File: src/rtl/serial_adder.sv
// serial_adder: bit-serial LSB-first adder with a single full-adder cell, carry flop and signed overflow
module serial_adder #(
  parameter int WIDTH = 8
) (
  input  logic             clk,
  input  logic             reset,
  input  logic             start,
  input  logic [WIDTH-1:0] a,
  input  logic [WIDTH-1:0] b,
  input  logic             cin,
  output logic             busy,
  output logic             done,
  output logic [WIDTH-1:0] z,
  output logic             cout,
  output logic             ovf
);
  localparam int CW = WIDTH > 1 ? $clog2(WIDTH) : 1;
  typedef enum logic [1:0] {IDLE, RUN, DONE} state_t;
  state_t state, state_n;
  logic [WIDTH-1:0] sa, sb, acc;
  logic [CW-1:0] cnt;
  logic [WIDTH:0] sh;
  logic c, s, co, last;
  always_comb begin
    s = sa[0] ^ sb[0] ^ c;
    co = (sa[0] & sb[0]) | ((sa[0] ^ sb[0]) & c);
    sh = {s, acc};
    last = cnt == CW'(WIDTH - 1);
    state_n = state == IDLE ? (start ? RUN : IDLE) : state == RUN ? (last ? DONE : RUN) : IDLE;
  end
  assign busy = state != IDLE;
  assign done = state == DONE;
  always_ff @(posedge clk or posedge reset)
    if (reset) state <= IDLE;
    else state <= state_n;
  // c holds the carry into the bit being processed, so on the last bit it is the carry into the MSB
  always_ff @(posedge clk or posedge reset)
    if (reset) begin
      sa <= '0;
      sb <= '0;
      acc <= '0;
      c <= 1'b0;
      cnt <= '0;
      z <= '0;
      cout <= 1'b0;
      ovf <= 1'b0;
    end else if (state == IDLE && start) begin
      sa <= a;
      sb <= b;
      c <= cin;
      cnt <= '0;
    end else if (state == RUN) begin
      sa <= sa >> 1;
      sb <= sb >> 1;
      acc <= sh[WIDTH:1];
      c <= co;
      cnt <= last ? cnt : cnt + 1'b1;
      if (last) begin
        z <= sh[WIDTH:1];
        cout <= co;
        ovf <= c ^ co;
      end
    end
endmodule

File: config.mk
export PLATFORM = sky130hd
export DESIGN_NAME = serial_adder
export DESIGN_NICKNAME = d
export VERILOG_FILES = /design/src/rtl/serial_adder.sv
export SDC_FILE = /design/constraint.sdc
export NUM_CORES = 1
export LEC_CHECK = 0
export ABC_AREA = 0
export CORE_MARGIN = 10
export CORE_UTILIZATION = 52
export DETAILED_ROUTE_END_ITERATION = 6
export GPL_ROUTABILITY_DRIVEN = 0
export PLACE_DENSITY = 0.79
export SYNTH_ARGS = -nofsm -noshare
export SYNTH_HDL_FRONTEND = slang
export SYNTH_SLANG_ARGS = --single-unit
export TNS_END_PERCENT = 50
File: constraint.sdc
create_clock -name clk -period 2.3 [get_ports clk]
set_clock_uncertainty 0.05 [all_clocks]
set_input_delay 0.69 -clock clk [delete_from_list [all_inputs] [get_ports clk]]
set_output_delay 0.69 -clock clk [all_outputs]
set_load 0.01 [all_outputs]
==> results.md <==
* Wire per inst at about 16 um
* Cts hold-fix bufs at 0
* Yosys cell types at 31
* Seq/Total Area, Yosys at between 50 and 60%
* CP Capture Type: primary output
* Cts bufs inserted at 5
* Hold path depth at 2
* Rows at 21
* Critical R2R Capture: cnt[1]
* Syn Nets at between 150 and 200
* Seq cells post-synth at 39
* Post-DRT Antenna Nets at 0
* Multi-input logic area at roughly 760 um2
* Cell-by-cell trace of the critical path: nor2_1 -> inv_1 -> clkdlybuf4s50_1
* # DRC at 0
* Worst Max-Slew Pin Slew at 0.632 ns
* Outcome: complete, no violations
* Placed insts at approximately 250
* Area contributors post-synth: dfrtp_1, mux2_4, nand2_1
* Hold Slack at 0.450 ns
* Gate Count Post-Synth at approximately 170
* Grt ovf at 0
* Ports at 32
* Lkg Pwr at approximately 1.1 nW
* Share of layout cells above drive strength 1 at 17.5%
* Cell Area, Placed at 2210 um2
* Final setup fails at 0
* CTS root buf: clkbuf_4
* Relative slew slack at between 50% and 60%
* Clock sinks at 39
* Fillers at around 260
* Ys async rst share at between 90% and 100%
* First-pass GRT wire length at slightly below 7000 um
* Synth top area share at roughly 52%
* Worst-Skew Late Latency at ~0.35 ns
* Fin util at 68.4%
* Syn_area_per_cell at about 11 um2
* Core ar. at between 3000 and 4000 um2
* Initial Util at a little over half
* Slowest cell on crit path: clkdlybuf4s50_1
* Max Cap Viol at 0
* Syn. warnings at 0
* CP arrival at about 1.5 ns
* Vias per cell at about 5.5
* Crit path max fanout at 5
* Period utilization at between 90% and 100%
* Gr usage total at roughly 14%
* Vias in the first global route at 1475
* Largest net degree at the start of global routing at 40
* Post-DP HPWL at ~3000 um
* CP required at 1.56 ns
* VDD IR max at ~0.00051 V
* Clock Tree Buf Depth at 2
* Die extent in x at between 70 and 80 um
* WHS Endpoint: ovf
* Initial antenna violation count at 0
* TritonCTS clock tree: built
* Finished Layout Cells at ~260
* H-tree depth at 2
* Final wirelength at 4020 um
* Mapped Area at ~1900 um2
* Die ar. at roughly 6400 um2
* Ant diodes at 0
* Die height at roughly 80 um
* Router iterations before antenna repair at 6
* Worst R2R Start: cnt[0]
* Worst Hold Launch: ovf
* Power density over the cells at 1260 nW/um2
* Final Hold Fails at 0
* Setup CP Type: reg -> out
* Fmax at roughly 450 MHz
* Crit start category: flip-flop
* Crit path largest cell delay at 0.48 ns
* Final setup TNS at 0 ns
* Worst min-delay path category: reg -> reg
* Register-to-register setup slack at approximately 0.67 ns
* Area growth, synth to finish at 24.5%
* Clock Pin Slew Worst Setup and Hold Paths at about 0.12 ns
* Initial DRC Count at 113
* Vias at approximately 1400
* Nets at ~230
* Design Area, Final at between 2000 and 2500 um2
* Slew Viols, Final at 0
* Reg2reg path depth at 6
* Sequential cell area at 978 um2
* PortBufs at 31
* Post-synth EDFFs at 0
* RSZ-0062 raised after global routing: no
* Yosys top cell by area: dfrtp_1
* Top FF cell, synth: dfrtp_1
* Minimum clock period at roughly 2.2 ns
[cells in the mapped netlist, types with 3 or more instances]
cell type	instances
inv_1	11
o21ai_0	4
a221oi_1	5
nor3b_1	9
o22a_1	7
nand2_1	28
buf_6	3
a21oi_1	10
nand3b_1	3
mux2_4	7
buf_2	6
dfrtp_1	39
nor3_1	5
nor2b_1	9
nand3_1	3
[cell type report]
type,count,share of cell area [%]
timing repair buffer,43,17.4
tap,46,2.48
clock buffer,7,2.80
clock inverter,1,0.324
inverter,12,1.94
sequential,39,42.2
multi-input combinational,109,32.9
[power breakdown]
| part | internal [mW] | switching [mW] | total, mW |
|---|---|---|---|
| sequential | 1.00 | 0.211 | 1.22 |
| combinational | 0.695 | 0.614 | 1.31 |
| clock | 0.179 | 0.228 | 0.407 |
[metal layers]
metal / global-route usage (%) / share of wire, % / up-vias
li1: - / - / 675
met1: 16.1 / 44 / 703
met2: 22.8 / 49 / 33
met3: 3.94 / 5.0 / 10
met4: 5.46 / 2.0 / 0
met5: 0 / 0 / -
[worst max-delay path by stage]
stage | from | slack [ns] | end
2_1_floorplan | state[0] | 0.66 | busy
3_3_place_gp | start | 0.27 | sa[5]
3_5_place_dp | start | 0.21 | sa[5]
5_1_grt | state[0] | 0.009 | busy
6_report | state[1] | 0.07 | busy
4_1_cts | state[1] | 0.01 | done
[worst max-delay path, delay by kind of cell (launching register included)]
family                 cells  cell delay [ns]
buffers and inverters      2             0.54
DFF                        1             0.46
and+or+nand+nor            1             0.15
[logic make-up after synthesis]
family                     share of synthesized area [%]
and+or+nand+nor                                     18.1
DFF                                                 52.4
AOI/OAI and AO/OA                                   13.1
buffers and inverters                               6.65
muxes                                               6.85
adders and majority gates                           2.42
xor gates and xnor gates                           0.470
[timing repair]
action | CTS | global route
endpoints found under the setup margin | 2 | 2
pin swaps | 0 | 0
cloned | 0 | 0
gates resized for setup | 2 | 1
setup buffers | 2 | 2
[cell usage in the layout (no fill, tap or decap), drive strengths merged]
| cell type | n |
|---|---|
| dfrtp | 39 |
| clkdlybuf4s50 | 30 |
| nand2 | 28 |
| buf | 12 |
| inv | 12 |
| a21oi | 10 |
| nor2b | 9 |
| nor3b | 9 |
| mux2 | 9 |
| o22a | 7 |
| clkbuf | 7 |
| nor3 | 5 |
| a221oi | 5 |
| o21ai | 5 |
| nand3b | 4 |
| nor2 | 4 |
| nand3 | 3 |
| a22oi | 2 |
| ha | 2 |
| o21bai | 1 |
| a32o | 1 |
| xnor2 | 1 |
| nand2b | 1 |
| o221a | 1 |
| o311ai | 1 |
| fa | 1 |
| clkinvlp | 1 |
| dlymetal6s2s | 1 |
[through the flow]
step	power [mW]	setup WS (ns)
4_1_cts	2.94	0.0136
6_report	2.93	0.0700
3_5_place_dp	2.52	0.208
3_3_place_gp	2.43	0.266
5_1_grt	3.16	0.00921
2_1_floorplan	2.06	0.655
[sequential cells by signal (all words and copies together) (netlist names)]
signal and cells:
acc 7, state 2, z 8, c 1, cout 1, cnt 3
sb 8, sa 8, ovf 1
Note: power is estimated with default switching activity, not from simulation.
